**src/rtl/vram_sequencer.sv**
```systemverilog
// Video RAM sequencer: splits each 1 us (16 CLOCK) slot into a two-byte CRTC display
// fetch plus two shared access slots for the Z80 and the auxiliary loader port.
module vram_sequencer (
  input  logic        CLOCK,
  input  logic        nRESET,
  output logic        crtc_ce_o,
  input  logic [13:0] crtc_ma_i,
  input  logic [4:0]  crtc_ra_i,
  output logic [15:0] vid_data_o,
  output logic        vid_valid_o,
  input  logic        cpu_req_i,
  input  logic        cpu_we_i,
  input  logic [15:0] cpu_addr_i,
  input  logic [7:0]  cpu_wdata_i,
  output logic [7:0]  cpu_rdata_o,
  output logic        cpu_ack_o,
  output logic        cpu_wait_n_o,
  input  logic        aux_req_i,
  input  logic        aux_we_i,
  input  logic [15:0] aux_addr_i,
  input  logic [7:0]  aux_wdata_i,
  output logic [7:0]  aux_rdata_o,
  output logic        aux_ack_o,
  output logic [15:0] mem_addr_o,
  output logic        mem_rd_o,
  output logic        mem_wr_o,
  output logic [7:0]  mem_d_o,
  input  logic [7:0]  mem_q_i
);

  typedef enum logic [1:0] {OWN_NONE, OWN_CPU, OWN_AUX} owner_t;

  logic [3:0]  phase_q, phase_d;
  owner_t      owner_a_q, owner_b_q;
  owner_t      grant_d, done_owner;
  logic        slot_we_q;
  logic [7:0]  byte0_q;
  logic        crtc_ce_q, vid_valid_q;
  logic [15:0] vid_data_q;
  logic [7:0]  cpu_rdata_q, aux_rdata_q;
  logic        cpu_ack_q, aux_ack_q;
  logic [15:0] mem_addr_q;
  logic        mem_rd_q, mem_wr_q;
  logic [7:0]  mem_d_q;

  logic        sel_we;
  logic [15:0] sel_addr;
  logic [7:0]  sel_wdata;
  logic [14:0] vid_base;
  logic        unused_bits;

  // MA[11:10] and RA[4:3] do not take part in the 64 KB screen mapping.
  assign vid_base    = {crtc_ma_i[13:12], crtc_ra_i[2:0], crtc_ma_i[9:0]};
  assign unused_bits = ^{crtc_ma_i[11:10], crtc_ra_i[4:3]};

  always_comb begin
    phase_d    = phase_q + 4'd1;
    grant_d    = OWN_NONE;
    done_owner = OWN_NONE;
    if (phase_q == 4'd7) begin
      if (cpu_req_i)      grant_d = OWN_CPU;
      else if (aux_req_i) grant_d = OWN_AUX;
    end else if (phase_q == 4'd11 && aux_req_i && owner_a_q != OWN_AUX) begin
      // Slot B is aux-only and never repeats an access already served in slot A.
      grant_d = OWN_AUX;
    end
    if (phase_q == 4'd9)       done_owner = owner_a_q;
    else if (phase_q == 4'd13) done_owner = owner_b_q;
    sel_we    = (grant_d == OWN_CPU) ? cpu_we_i    : aux_we_i;
    sel_addr  = (grant_d == OWN_CPU) ? cpu_addr_i  : aux_addr_i;
    sel_wdata = (grant_d == OWN_CPU) ? cpu_wdata_i : aux_wdata_i;
  end

  always_ff @(posedge CLOCK) begin
    if (!nRESET) begin
      phase_q     <= 4'd0;
      owner_a_q   <= OWN_NONE;
      owner_b_q   <= OWN_NONE;
      slot_we_q   <= 1'b0;
      byte0_q     <= 8'd0;
      crtc_ce_q   <= 1'b0;
      vid_valid_q <= 1'b0;
      vid_data_q  <= 16'd0;
      cpu_rdata_q <= 8'd0;
      aux_rdata_q <= 8'd0;
      cpu_ack_q   <= 1'b0;
      aux_ack_q   <= 1'b0;
      mem_addr_q  <= 16'd0;
      mem_rd_q    <= 1'b0;
      mem_wr_q    <= 1'b0;
      mem_d_q     <= 8'd0;
    end else begin
      phase_q     <= phase_d;
      crtc_ce_q   <= (phase_d == 4'd15);
      vid_valid_q <= 1'b0;
      mem_rd_q    <= 1'b0;
      mem_wr_q    <= 1'b0;
      cpu_ack_q   <= 1'b0;
      aux_ack_q   <= 1'b0;
      // Outputs are registered, so each action is set up on the edge leaving the previous phase.
      case (phase_q)
        4'd1: begin
          mem_rd_q   <= 1'b1;
          mem_addr_q <= {vid_base, 1'b0};
        end
        4'd3: begin
          byte0_q    <= mem_q_i;
          mem_rd_q   <= 1'b1;
          mem_addr_q <= {vid_base, 1'b1};
        end
        4'd5: begin
          vid_data_q  <= {mem_q_i, byte0_q};
          vid_valid_q <= 1'b1;
        end
        4'd7:    owner_a_q <= grant_d;
        4'd11:   owner_b_q <= grant_d;
        default: ;
      endcase
      if (grant_d != OWN_NONE) begin
        mem_addr_q <= sel_addr;
        mem_rd_q   <= ~sel_we;
        mem_wr_q   <= sel_we;
        slot_we_q  <= sel_we;
        if (sel_we) mem_d_q <= sel_wdata;
      end
      if (done_owner == OWN_CPU) begin
        cpu_ack_q <= 1'b1;
        if (!slot_we_q) cpu_rdata_q <= mem_q_i;
      end
      if (done_owner == OWN_AUX) begin
        aux_ack_q <= 1'b1;
        if (!slot_we_q) aux_rdata_q <= mem_q_i;
      end
    end
  end

  assign crtc_ce_o    = crtc_ce_q;
  assign vid_data_o   = vid_data_q;
  assign vid_valid_o  = vid_valid_q;
  assign cpu_rdata_o  = cpu_rdata_q;
  assign cpu_ack_o    = cpu_ack_q;
  assign cpu_wait_n_o = ~(cpu_req_i & ~cpu_ack_q);
  assign aux_rdata_o  = aux_rdata_q;
  assign aux_ack_o    = aux_ack_q;
  assign mem_addr_o   = mem_addr_q;
  assign mem_rd_o     = mem_rd_q;
  assign mem_wr_o     = mem_wr_q;
  assign mem_d_o      = mem_d_q;

endmodule

```
**config.mk**
```make
export PLATFORM = sky130hd
export DESIGN_NAME = vram_sequencer
export DESIGN_NICKNAME = d
export VERILOG_FILES = /design/src/rtl/vram_sequencer.sv
export SDC_FILE = /design/constraint.sdc
export NUM_CORES = 1
export LEC_CHECK = 0
export ABC_AREA = 1
export CAP_MARGIN = 20
export CORE_MARGIN = 3
export CORE_UTILIZATION = 48
export CTS_CLUSTER_DIAMETER = 30
export DETAILED_ROUTE_END_ITERATION = 10
export PLACE_DENSITY = 0.91
export SYNTH_ARGS = -nofsm -noshare
export SYNTH_HDL_FRONTEND = slang
export SYNTH_SLANG_ARGS = --single-unit
```
**constraint.sdc**
```tcl
create_clock -name CLOCK -period 3 [get_ports CLOCK]
set_clock_uncertainty 0.1 [all_clocks]
set_input_delay 0.9 -clock CLOCK [delete_from_list [all_inputs] [get_ports CLOCK]]
set_output_delay 0.9 -clock CLOCK [all_outputs]
set_load 0.05 [all_outputs]
```
== Word-level counts from Yosys, hierarchy flattened ==
Index checks and enable logic that the tools add are counted.

* Magnitude comparators: 0
* Add/subtract/negate cells: 1
* Divide/modulo/power cells: 0
* $mul: 0
* Bitwise operators: 5
* Muxes and demuxes: 16
* Reductions and logical operators: 9
* Shift-type cells: 0
* Equality and inequality tests: 12

{| class="wikitable"
|+ Operators with widths
! cell !! number
|-
| $mux W16 || 2
|-
| $pmux W16 S2 || 1
|-
| $eq A4 B4 Y1 const B || 4
|-
| $mux W2 || 6
|-
| $eq A4 B3 Y1 const B || 2
|-
| $mux W8 || 1
|-
| $reduce_and A2 Y1 || 4
|-
| $mux W1 || 6
|-
| $add A4 B1 Y4 const B || 1
|-
| $eq A2 B1 Y1 const B || 2
|-
| $eq A4 B1 Y1 const B || 1
|-
| $eq A4 B2 Y1 const B || 1
|-
| $not A1 Y1 || 4
|-
| $reduce_bool A3 Y1 || 1
|-
| $eq A2 B2 Y1 const B || 1
|-
| $logic_and A1 B1 Y1 || 2
|-
| $ne A2 B2 Y1 const B || 1
|-
| $reduce_bool A2 Y1 || 1
|-
| $reduce_or A2 Y1 || 1
|-
| $and A1 B1 Y1 || 1
|}

* Bits in latches: 0
* Bits of input ports: 81
* Memories kept: 0
* Output and inout bits: 63
* Bits in read-only memories: 0
* Flip-flop bits (word level): 79
* RAM bits: 0

== Longest topological paths before layout ==
* Depth after elaboration: 9
* Gate-level depth with buffers: 11
* Depth with buffers taken out: 10

== Least setup slack after synthesis ==
Ideal clock, no wire load.

* Path kind: in2out
* Start point: input port cpu_req_i
* End point: output port cpu_wait_n_o
* Arrival time: 1.339 ns
* Stages on the path: 2
* Setup slack: 0.661 ns
* Data required time: 2.000 ns
* Cell sequence: inv_1 -> or2_2

* Cells in the longest elaborated chain, start to end: 2

{| class="wikitable"
|+ RTL lines
! item !! RTL line !! RTL
|-
| start, declared || 11 || <nowiki>input logic cpu_req_i,</nowiki>
|-
| $and A1 B1 Y1 || 142 || <nowiki>assign cpu_wait_n_o = ~(cpu_req_i & ~cpu_ack_q);</nowiki>
|-
| $not A1 Y1 || 142 ||
|-
| end, declared || 17 || <nowiki>output logic cpu_wait_n_o,</nowiki>
|}

No other way between the ends.

== Worst setup path in the final report ==
Ends and elaborated chain as after synthesis.

==> key figures <==
Run status
  • Status: completed

Setup path
  • R2R Path End: mem_d_o[5]$_SDFFE_PN0P_
  • Critical path buffers and inverters: 3
  • CP endpoint: cpu_wait_n_o
  • Worst reg2reg startpoint: phase_q[0]$_SDFF_PN0_
  • Critical Path End Type: output pin
  • Crit path depth: 4
  • CP top delay family: buffers and inverters
  • Worst-path cell chain: clkdlybuf4s50_1 -> inv_1 -> or2_2 -> buf_4
  • FF-to-FF setup slack: between 900 and 1000 ps
  • Critical path's largest stage delay: 510 ps
  • Worst EP required: 2000 ps
  • Reg2reg path depth: 9
  • Critical-path maximum fanout: 2
  • Critical path's slowest cell: clkdlybuf4s50_1
  • Crit start category: input port
  • Worst EP arrival: 1940 ps
  • Critical path class: input port to output pin
  • Crit path from: cpu_req_i

Cells and area
  • Diodes inserted: 0
  • Post-layout nets: 788
  • Fin util: 0.7332
  • Area Growth Syn to Fin: 44.75%
  • Share of cells above drive strength 1: 0.06488

Place
  • Pre-CTS setup slack: 64.83 ps
  • Port bufs: 139
  • Placer Congestion: 0.8023
  • HPWL after DPL: 7776 um

CTS
  • Clock Tree Buf Depth: 2
  • TritonCTS clock tree: done
  • Clk_lat worst skew: around 340 ps
  • H-tree depth: 3
  • # Post-CTS Setup Buffers: 0
  • Clock Tree Root: clkbuf_8
  • Hold_buf cts: 0
  • Sink Count: 79
  • Worst-path clk slew: 80 ps
  • Post-CTS Resized: 0
  • CTS buffer count: 9

Floorplanning
  • Die X: ~94 um
  • Core Area: 0.007408 mm^2
  • # rows: 31
  • Area of the die: 0.008914 mm^2
  • Die height: roughly 94 um
  • # IOs: 144
  • Initial Util: 0.5065

Logic synthesis
  • Async set or reset register ratio after synthesis: 0
  • Post-synth EDFFs: 0
  • Most frequent cell after synthesis: nand2_1
  • Synth cell types: 28
  • Synth Area per Inst: 6.595 um^2
  • Synth Area in Compound Gates: 0.08503
  • Share of the synthesized area in the top cell type: 0.4215
  • Warnings from Yosys: 0
  • Largest family of logic cells by synthesized area: simple AND/OR/NAND/NOR gates
  • Leading area contributor after synthesis: dfxtp_1
  • Seq cells post-synth: 79
  • List of most frequent post-synthesis cells: nand2_1 (180), dfxtp_1 (79), inv_1 (77), nor2_1 (75)
  • Cell area after synthesis: between 0.003 and 0.004 mm^2
  • Seq/Total Area, Yosys: 0.4215
  • Mux cell area share after synthesis: 0
  • Post-synthesis cell count: 569
  • Ys flop type: dfxtp_1
  • Syn Nets: around 650
  • Simple-Gate Fraction of Synth Area: 0.3591
  • Synth area leaders: dfxtp_1 (42%), nand2_1 (18%), inv_1 (7.7%), nor2_1 (7.5%), nand4_1 (4.3%)
  • Synth Area in Adders: 0.01000
  • XOR/XNOR Fraction of Synth Area: 0.002334

Drt
  • Wire length per cell: 13.16 um
  • Final ANT Viol Nets: 0
  • Drt first pass iters: 4
  • Total number of vias: 3970
  • Drt total wl: 10630 um
  • Vias/cell: 4.913
  • Starting DRT DRC Count: 188
  • DRC violations left: 0

STA
  • Minimum clock period: 2940 ps
  • Worst-case hold slack: around 370 ps
  • Worst Tran Pin Value: about 610 ps
  • Worst slew margin: 0.5945
  • Final setup vio count: 0
  • Final period util: 0.9799
  • RSZ-0062 raised after global routing: no
  • Max Slew Vio Count: 0
  • Final Hold Vio Count: 0
  • Setup TNS: 0 ps
  • Slack of the critical path: around 60 ps
  • Max Freq: around 340 MHz

Global route
  • Vias in the first global route: 3854
  • Initial antenna violation count: 0
  • Largest net degree at the start of global routing: 60
  • First-pass GRT wire length: 17260 um
  • Congestion Overflow GR: 0
  • Overall routing resource usage: 0.2414

Power
  • Pwr Density: about 450 mW/mm^2
  • Peak supply drop: ~360 uV
  • Power Total: 2.467 mW
  • Leak: 2.659 nW

Run
  • MaxCap Viol Count: 0

Hold path
  • HP Start: owner_b_q[1]$_SDFFE_PN0N_
  • Hold Path Class: flip-flop to flip-flop
  • Hold Path Depth: 2
[routing by layer]
layer / vias to the layer above / global-route usage / part of all wire
met1: 1790 / 0.2846 / 0.41
met5: - / 0 / 0
met3: 25 / 0.03745 / 0.053
met2: 130 / 0.4326 / 0.51
met4: 0 / 0.1047 / 0.029
li1: 2025 / - / -
[layout make-up]
type	count	area, um^2
flip-flops and latches	79	1582
inverters	83	311.5
well taps	99	123.9
multi-input cells	380	1713
repair buffers	151	1474
fillers	561	1977
clock inverters	7	103.9
clock buffers	9	123.9
[state kept, by name, indices dropped and copies added (netlist names)]
signal / cells
owner_b_q: 2
crtc_ce_o: 1
phase_q: 4
vid_valid_o: 1
cpu_ack_o: 1
mem_rd_o: 1
cpu_rdata_o: 8
aux_rdata_o: 8
mem_addr_o: 16
byte0_q: 8
slot_we_q: 1
owner_a_q: 2
mem_d_o: 8
mem_wr_o: 1
aux_ack_o: 1
vid_data_o: 16
[worst min-delay path, delay by kind of cell (launching register included)]
family,cells,cell delay [ps]
DFF,1,320
AOI/OAI and AO/OA,1,60
and+or+nand+nor,1,60
[placed cells by master (no fill, tap or decap)]
master / synthesis / layout
dfxtp_1: 79 / 79
nand4_4: 1 / 1
clkdlybuf4s50_1: 0 / 137
inv_8: 0 / 1
nand3_2: 2 / 2
nor2_1: 75 / 75
buf_2: 6 / 1
nor2_2: 3 / 3
inv_2: 2 / 2
ha_1: 3 / 3
o21ai_2: 2 / 2
nand3_1: 23 / 23
nor3_1: 2 / 2
bufinv_16: 0 / 2
inv_1: 77 / 77
nor2_4: 1 / 1
inv_6: 0 / 2
nand2_1: 180 / 180
o21ai_1: 1 / 1
clkinvlp_4: 0 / 2
nand2_2: 3 / 3
clkinv_1: 4 / 4
o21ai_0: 26 / 26
and3_1: 1 / 1
a21oi_1: 21 / 21
clkbuf_8: 0 / 9
o21bai_1: 7 / 7
buf_4: 6 / 13
xor2_1: 1 / 1
a21oi_2: 1 / 1
nand4_1: 26 / 26
or2_2: 1 / 1
[where the power goes]
part           internal, mW  total [mW]  switching (mW)  leakage (nW)
registers              1.09        1.11          0.0232         0.641
logic                 0.202       0.464           0.261          1.91
clock network         0.480       0.890           0.410         0.108
[stage by stage]
step / std cells / area [um^2]
final: 808 / 5431
after global routing: 808 / 5431
after CTS: 808 / 5431
after detailed placement: 792 / 5204
after global placement: 792 / 5204
after floorplan: 569 / 3752
[worst min-delay path by stage]
stage	slack, ps	end
floorplan	340	owner_b_q[0]$_SDFFE_PN0N_
global placement	350	owner_b_q[0]$_SDFFE_PN0N_
detailed placement	360	owner_b_q[0]$_SDFFE_PN0N_
CTS	370	owner_b_q[1]$_SDFFE_PN0N_
global route	410	owner_b_q[0]$_SDFFE_PN0N_
finish	370	owner_b_q[1]$_SDFFE_PN0N_
[cell families after synthesis]
group / count (synthesis)
buffers and inverters: 110
AND/OR/NAND/NOR: 318
AO/OA/AOI/OAI: 58
XOR/XNOR: 1
flip-flops: 79
adder cells (fa/ha/maj): 3
Power figures use the tool's default switching activity.
